### src/rtl/guess_fifo.sv
// Receive-side guess buffer: circular queue of UART bytes with an optional
// letters-only/uppercase filter, presented to the game through valid/ready.
module guess_fifo #(
    parameter int DATA_W    = 8,
    parameter int DEPTH     = 4,
    parameter int FILTER_EN = 1
) (
    input  logic                       clk,
    input  logic                       rst,
    input  logic [DATA_W-1:0]          rx_byte,
    input  logic                       rx_ready,
    input  logic                       game_rdy,
    input  logic                       flush,
    input  logic                       guess_ready,
    output logic [DATA_W-1:0]          guess,
    output logic                       guess_valid,
    output logic [$clog2(DEPTH):0]     count,
    output logic                       empty,
    output logic                       full,
    output logic                       rejected,
    output logic                       overflow
);

    localparam int PTR_W = $clog2(DEPTH);
    localparam int CNT_W = PTR_W + 1;

    logic [DATA_W-1:0] mem_q [DEPTH];
    logic [PTR_W-1:0]  wr_ptr_q, wr_ptr_d;
    logic [PTR_W-1:0]  rd_ptr_q, rd_ptr_d;
    logic [CNT_W-1:0]  count_q, count_d;
    logic              overflow_q, overflow_d;
    logic              rejected_q, rejected_d;

    logic              accepted_s;
    logic [DATA_W-1:0] wr_data_s;
    logic              full_s;
    logic              empty_s;
    logic              valid_s;
    logic              push_s;
    logic              pop_s;

    // Letter filter: uppercase passes, lowercase folds down by 0x20, rest rejected.
    always_comb begin
        accepted_s = 1'b1;
        wr_data_s  = rx_byte;
        if (FILTER_EN != 0) begin
            if ((rx_byte >= DATA_W'(8'h41)) && (rx_byte <= DATA_W'(8'h5A))) begin
                accepted_s = 1'b1;
            end else if ((rx_byte >= DATA_W'(8'h61)) && (rx_byte <= DATA_W'(8'h7A))) begin
                wr_data_s = rx_byte - DATA_W'(8'h20);
            end else begin
                accepted_s = 1'b0;
            end
        end else begin
            accepted_s = 1'b1;
        end
    end

    // Status decodes and handshake qualifiers.
    always_comb begin
        full_s  = (count_q == CNT_W'(DEPTH));
        empty_s = (count_q == {CNT_W{1'b0}});
        valid_s = game_rdy & ~empty_s;
        pop_s   = valid_s & guess_ready & ~flush;
        push_s  = rx_ready & accepted_s & ~flush & (~full_s | pop_s);
    end

    // Next-state for pointers, count and status flags; flush overrides everything but rejected.
    always_comb begin
        wr_ptr_d   = wr_ptr_q;
        rd_ptr_d   = rd_ptr_q;
        count_d    = count_q;
        overflow_d = overflow_q;
        rejected_d = rx_ready & ~accepted_s;
        if (flush) begin
            wr_ptr_d   = {PTR_W{1'b0}};
            rd_ptr_d   = {PTR_W{1'b0}};
            count_d    = {CNT_W{1'b0}};
            overflow_d = 1'b0;
        end else begin
            if (push_s) begin
                wr_ptr_d = wr_ptr_q + PTR_W'(1);
            end else begin
                wr_ptr_d = wr_ptr_q;
            end
            if (pop_s) begin
                rd_ptr_d = rd_ptr_q + PTR_W'(1);
            end else begin
                rd_ptr_d = rd_ptr_q;
            end
            if (push_s && !pop_s) begin
                count_d = count_q + CNT_W'(1);
            end else if (pop_s && !push_s) begin
                count_d = count_q - CNT_W'(1);
            end else begin
                count_d = count_q;
            end
            if (rx_ready && accepted_s && full_s && !pop_s) begin
                overflow_d = 1'b1;
            end else begin
                overflow_d = overflow_q;
            end
        end
    end

    // Control state register.
    always_ff @(posedge clk or posedge rst) begin
        if (rst) begin
            wr_ptr_q   <= {PTR_W{1'b0}};
            rd_ptr_q   <= {PTR_W{1'b0}};
            count_q    <= {CNT_W{1'b0}};
            overflow_q <= 1'b0;
            rejected_q <= 1'b0;
        end else begin
            wr_ptr_q   <= wr_ptr_d;
            rd_ptr_q   <= rd_ptr_d;
            count_q    <= count_d;
            overflow_q <= overflow_d;
            rejected_q <= rejected_d;
        end
    end

    // Entry storage; contents are don't-care after reset, validity comes from count.
    always_ff @(posedge clk) begin
        if (push_s) begin
            mem_q[wr_ptr_q] <= wr_data_s;
        end
    end

    assign guess       = valid_s ? mem_q[rd_ptr_q] : {DATA_W{1'b0}};
    assign guess_valid = valid_s;
    assign count       = count_q;
    assign empty       = empty_s;
    assign full        = full_s;
    assign rejected    = rejected_q;
    assign overflow    = overflow_q;

endmodule

### config.mk
export PLATFORM = sky130hd
export DESIGN_NAME = guess_fifo
export DESIGN_NICKNAME = d
export VERILOG_FILES = /design/src/rtl/guess_fifo.sv
export SDC_FILE = /design/constraint.sdc
export NUM_CORES = 1
export LEC_CHECK = 0
export ABC_AREA = 1
export BUFFER_PORTS_ARGS = -buffer_cell sky130_fd_sc_hd__buf_2
export CAP_MARGIN = 20
export CORE_MARGIN = 2
export CORE_UTILIZATION = 45
export DETAILED_ROUTE_END_ITERATION = 8
export PLACE_DENSITY = 0.77
export SYNTH_ARGS = -nofsm -noshare
export SYNTH_HDL_FRONTEND = slang
export SYNTH_SLANG_ARGS = --single-unit
### constraint.sdc
create_clock -name clk -period 3.15 [get_ports clk]
set_input_delay 0.1575 -clock clk [delete_from_list [all_inputs] [get_ports clk]]
set_output_delay 0.1575 -clock clk [all_outputs]
set_load 0.02 [all_outputs]
== Yosys cells after proc, flatten, opt, wreduce, memory -nomap -nowiden ==
Memory sizes are Yosys's and may differ from the RTL's.
Cells that the tools add are included.
Storage, ports and cells
  word-level logic and storage cells: 58
  memories kept: 1
  register bits after elaboration: 9
  output and inout port bits: 16
  input bits: 14
  bits in writable memories: 32
Cells by class
  equality and inequality tests: 1
  reductions and logical operators: 14
  mux-type cells: 16
  $add $sub $neg: 5
  bitwise logic cells: 12
  magnitude comparators: 4
Memory list
  mem_q: depth 4, bits a word 8, read ports 1, clocked after memory_dff 0, write ports 1, line 27  | logic [DATA_W-1:0] mem_q [DEPTH];
Operators with widths (count)
  $mux W8: 3
  $ge A8 B7 Y1 const B: 2
  $le A8 B7 Y1 const B: 2
  $mux W3: 3
  $mux W2: 4
  $sub A8 B6 Y8 const B: 1
  $and A1 B1 Y1: 7
  $logic_and A1 B1 Y1: 7
  $mux W1: 6
  $reduce_bool A2 Y1: 3
  $add A2 B1 Y2 const B: 2
  $not A1 Y1: 4
  $add A3 B1 Y3 const B: 1
  $eq A3 B3 Y1 const B: 1
  $logic_not A3 Y1: 1
  $reduce_bool A3 Y1: 1
  $sub A3 B1 Y3 const B: 1
  $logic_not A1 Y1: 2
  $or A1 B1 Y1: 1

== Logic depth before layout (Yosys ltp) ==
  depth after elaboration: 12
  depth in mapped cells: 15
  gate-level depth less buffers: 15

== Least setup slack after synthesis ==
Ideal clock, no wire load.
  kind: register -> register
  start: register count_q[2], in the netlist count[2]
  end: register count_q[2], in the netlist count[2]
  period minus slack after synthesis: 2.075 ns
  data required time: 3.033 ns
  arrival time: 1.958 ns
  setup slack: 1.075 ns
  setup time: 0.117 ns
  path buffers: 0
  cell stages (with the launch flop): 11
  cell sequence: dfrtp_1 -> inv_1 -> nor2_1 -> inv_1 -> nand4_4 -> inv_1 -> fa_1 -> inv_1 -> nand3_1 -> nand3_1 -> nand2_1
Between the ends
  elaborated cells on any way between the ends: 19
  classes of those cells: add/sub: 2; eq/ne: 1; mux: 3; bitwise: 7; reduce/logical: 6
RTL lines
  from (decl): line 30  | logic [CNT_W-1:0] count_q, count_d;
  from (signal assigned): line 111  | count_q <= {CNT_W{1'b0}};
  from (signal assigned): line 117  | count_q <= count_d;
  $eq A3 B3 Y1 (*): line 61  | full_s = (count_q == CNT_W'(DEPTH));
  named net full: line 19  | output logic full,
  $not A1 Y1 (*): line 65  | push_s = rx_ready & accepted_s & ~flush & (~full_s | pop_s);
  $or A1 B1 Y1 (*): line 65
  $and A1 B1 Y1 (*): line 65
  $logic_and A1 B1 Y1 or $logic_not A1 Y1 (tied branches): line 91, 93
  $mux W3 or $logic_and A1 B1 Y1 (tied branches): line 91, 93
  $mux W3 or $reduce_bool A3 Y1 (tied branches)
Mark *: on every way through the listed nets, which the timed path passes. The rest lies on a longest branch. The select of a mux whose other input is x is not followed.
A chain may end at the register's enable or synchronous reset.

== Worst setup path in the final report ==
  start: register count_q[0], in the netlist count[0]
  end: memory mem_q[1][3] (enable)
Between the ends
  cells in the longest elaborated chain, start to end: 9
  elaborated cells on any way between the ends: 11
  classes of those cells: eq/ne: 1; mux: 2; bitwise: 7; reduce/logical: 1
RTL lines
  $logic_not A3 Y1: line 62  | empty_s = (count_q == {CNT_W{1'b0}});
  $not A1 Y1: line 63  | valid_s = game_rdy & ~empty_s;
  $and A1 B1 Y1: line 63
  $and A1 B1 Y1 (2 in series): line 64  | pop_s = valid_s & guess_ready & ~flush;
  $or A1 B1 Y1 (*): line 65
  $and A1 B1 Y1 (*): line 65
  $mux W1 (*): line 125  | if (push_s) begin
  $mux W1 (implied by the code) (*): line 126  | mem_q[wr_ptr_q] <= wr_data_s;
  to (decl): line 27
Mark *: on every way between the ends. The rest lies on a longest branch, timed or not.

==> out/metrics.cfg <==
[drt]
drtIter0Drc = 79
routed_wl_um = 3990
first_pass_iters = 4
drc_errors = 0
vias = 1488
routedWlPerCell_um = 13.5
viasPerCell = 5.03
antenna_left = 0

[worst_setup_path]
crit_family = simple AND/OR/NAND/NOR gates
worstPathArrival_ps = 2180
cpMostUsedCell = nand2_1
regToRegStartpoint = count[0]$_DFFE_PP0P_
worst-setup-path-type = register to register
worst_path_largest_cell_delay_ps = 610
cp_max_fo = 10
crit_required_ps = 3070
cp-startpoint = count[0]$_DFFE_PP0P_
cp_slowest_cell = nor2_1
crit_chain = clkinv_2 -> nand2_4 -> o21ai_4 -> nor2_4 -> nand2_1 -> nand2_1 -> nand2_1 -> nor2_1
endpoint_kind = register
path_buf_inv = 1
cp-start-kind = register

[power]
p_sw_share_pct = 34.1
p_total_mw = 1.50
power_density_nw_per_um2 = 640
switchingPower_mw = 0.512
pwr-share-comb_pct = 28.9
irDropWorstVdd_mv = 0.257
p_int_mw = 0.992
p_seq_share_pct = 43.9
leakage_nw = 1.01
p_clk_share_pct = 27.2

[global_routing]
grt_pass1_wl_um = 6720
grt_max_degree = 19
grt_pass1_vias = 1451
antenna_found_initial = 0
grt_usage_pct = 17.4
overflow = 0

[placed_design]
dp.final_hpwl_um = 2940
numPortBuffers = 29
routabilityCongestion = 0.829
numPlacedInstances = 287

[synthesis]
avgSynthCellArea_um2 = 9.71
ys_types = 26
yosys_warnings = 0
synthesis.nets = 231
ys_seq_elements = 41
syn_inst = 210
yosysTopAreaCell = edfxtp_1
ys_seq_area_share_pct = 58.2
synth.area.top_cells = edfxtp_1 (47%), dfrtp_1 (11%), nor2_1 (8.5%)
yosysTopAreaCellShare_pct = 47.1
syn_area_um2 = 2040

[clock_tree]
cts_tree = done
cts_made_buffers = 5
cts_sinks = 41
h-tree-depth = 2
clk_latency_ps = 290
clock_path_buffers = 2
post_cts_buffers = 0
clkSlewWorstSetupHoldPaths_ps = 70
clockRootBuffer = clkbuf_8

[worst_hold_path]
min_from = rx_ready
holdCritPathClass = input pin to register

[floorplanning]
placement_rows = 24
ios = 30
die_w_um = 71.3
die-area_um2 = 5090
core_area_um2 = 4350
die_h_um = 71.3
initial_utilization_pct = 46.8

[layout]
layout.nets = 264
area_growth_pct = 15.3
layout-drive-gt1-share_pct = 22.5
layoutNonFillerInstCount = 296
antenna_cells = 0

[sta]
final-max-slew-violation-count = 0
setup_tns_ps = 0
setup_viol = 0
hold_viol = 0
fmax_mhz = 443
rsz0062_at_grt = false
worst_pin_slew_ps = 730
fin_crit_sh_pct = 71.6
clock_skew_ps = 7.15
relSlewSlack_pct = 51.2
finalCriticalPeriod_ps = 2260

[job]
maxCapViolCount = 0

[status]
status = finished, final reports clean

==> per-stage QoR <==
step | utilization (%) | hold slack (ps) | cell area [um2] | setup WS, ps
floorplan | - | -14.6 | 2040 | 1080
global placement | 51.3 | 134 | 2230 | 910
detailed placement | 51.3 | 139 | 2230 | 861
CTS | 54.0 | 89.7 | 2350 | 852
global route | 54.0 | 114 | 2350 | 666
finish | 54.0 | 94.6 | 2350 | 894
==> final timing paths <==
check | end | slack, ps | depth (start not counted)
worst max-delay path | mem_q[1][3]$_DFFE_PP_ | 890 | 8
worst min-delay path | rejected$_DFF_PP0_ | 90 | 3
worst max register to register | mem_q[1][3]$_DFFE_PP_ | 890 | 8
worst min register to register | overflow$_DFFE_PP0P_ | 510 | 2
max in group asynchronous | count[0]$_DFFE_PP0P_ | 2520 | 3
min in group asynchronous | count[2]$_DFFE_PP0P_ | 370 | 3
==> cell usage after synthesis <==
cell type   n
nor3_2      1
inv_2       2
clkinv_2    2
nand2_1    23
buf_2       1
inv_1      24
nand3_1     8
nor2_2      2
clkbuf_1    3
o21ai_4     1
ha_1        6
nand2_2     6
fa_1        1
nor2_1     46
clkinv_1    1
nand4_1     1
a21oi_1    13
nand4_4     1
dfrtp_1     9
edfxtp_1   32
o21ai_0    19
nor3b_2     1
o21ai_1     3
nand2_4     2
o22ai_1     1
nor2_4      1
==> cell families (layout without fill, tap and decap cells) <==
| logic type | count (synthesis) | count (layout) | synth area share (%) |
|---|---|---|---|
| buf+inv | 33 | 67 | 6.26 |
| compound gates | 37 | 37 | 9.69 |
| flops | 41 | 41 | 58.2 |
| simple gates | 92 | 92 | 21.2 |
| fa+ha+maj | 7 | 7 | 4.66 |
==> sequential cells by signal, summed over array words and instances (netlist names) <==
register	flops
rd_ptr_q	2
rejected	1
overflow	1
mem_q	32
wr_ptr_q	2
count	3
==> timing repair <==
item / in CTS / in global routing
hold buffers: 1 / 0
resized for setup: 0 / 0
hold endpoints to repair: 9 / 0
==> cell type report <==
cell class                 count  area, um2
sequential                    41       1190
fill                         376       2000
inverter                      29        111
clock buffer                   6       72.6
timing repair buffer          30        155
tap                           52       65.1
multi-input combinational    136        726
clock inverter                 2       35.0
==> metal layers <==
layer | part of all wire (%) | routed length, um | vias up | global-route usage, %
met5 | 0 | 0 | - | 0
met4 | 1.9 | 74 | 0 | 8.18
met3 | 4.8 | 191 | 6 | 4.36
met2 | 50 | 1980 | 28 | 28.6
met1 | 44 | 1750 | 700 | 21.6
li1 | - | - | 754 | -
==> worst reg2reg max path: stages, from the launching register on <==
cell      delay (ps)
dfrtp_1          360
clkinv_2         120
nand2_4          120
o21ai_4          110
nor2_4           140
nand2_1          120
nand2_1          130
nand2_1          170
nor2_1           610
==> power groups by stage <==
| stage | Combinational, mW | Clock (mW) | Sequential, mW |
|---|---|---|---|
| after global routing | 0.492 | 0.433 | 0.667 |
| after floorplan | 0.292 | 0 | 0.680 |
| after CTS | 0.442 | 0.417 | 0.660 |
| after detailed placement | 0.437 | 0 | 0.672 |
| after global placement | 0.425 | 0 | 0.672 |
| final | 0.435 | 0.409 | 0.661 |
==> cells in the final DEF, fill, tap and decap left out, types with 2 or more instances in the layout <==
cell type and instances:
clkbuf_8 5, nor2_1 46, edfxtp_1 32, nand2_2 6, nand3_1 8, ha_1 6
o21ai_1 3, dfrtp_1 9, o21ai_0 19, clkinv_2 3, buf_2 29, a21oi_1 13
nand2_4 2, inv_1 24, nand2_1 23, inv_2 2, nor2_2 2
No activity file was read; power rests on OpenSTA's default activity.
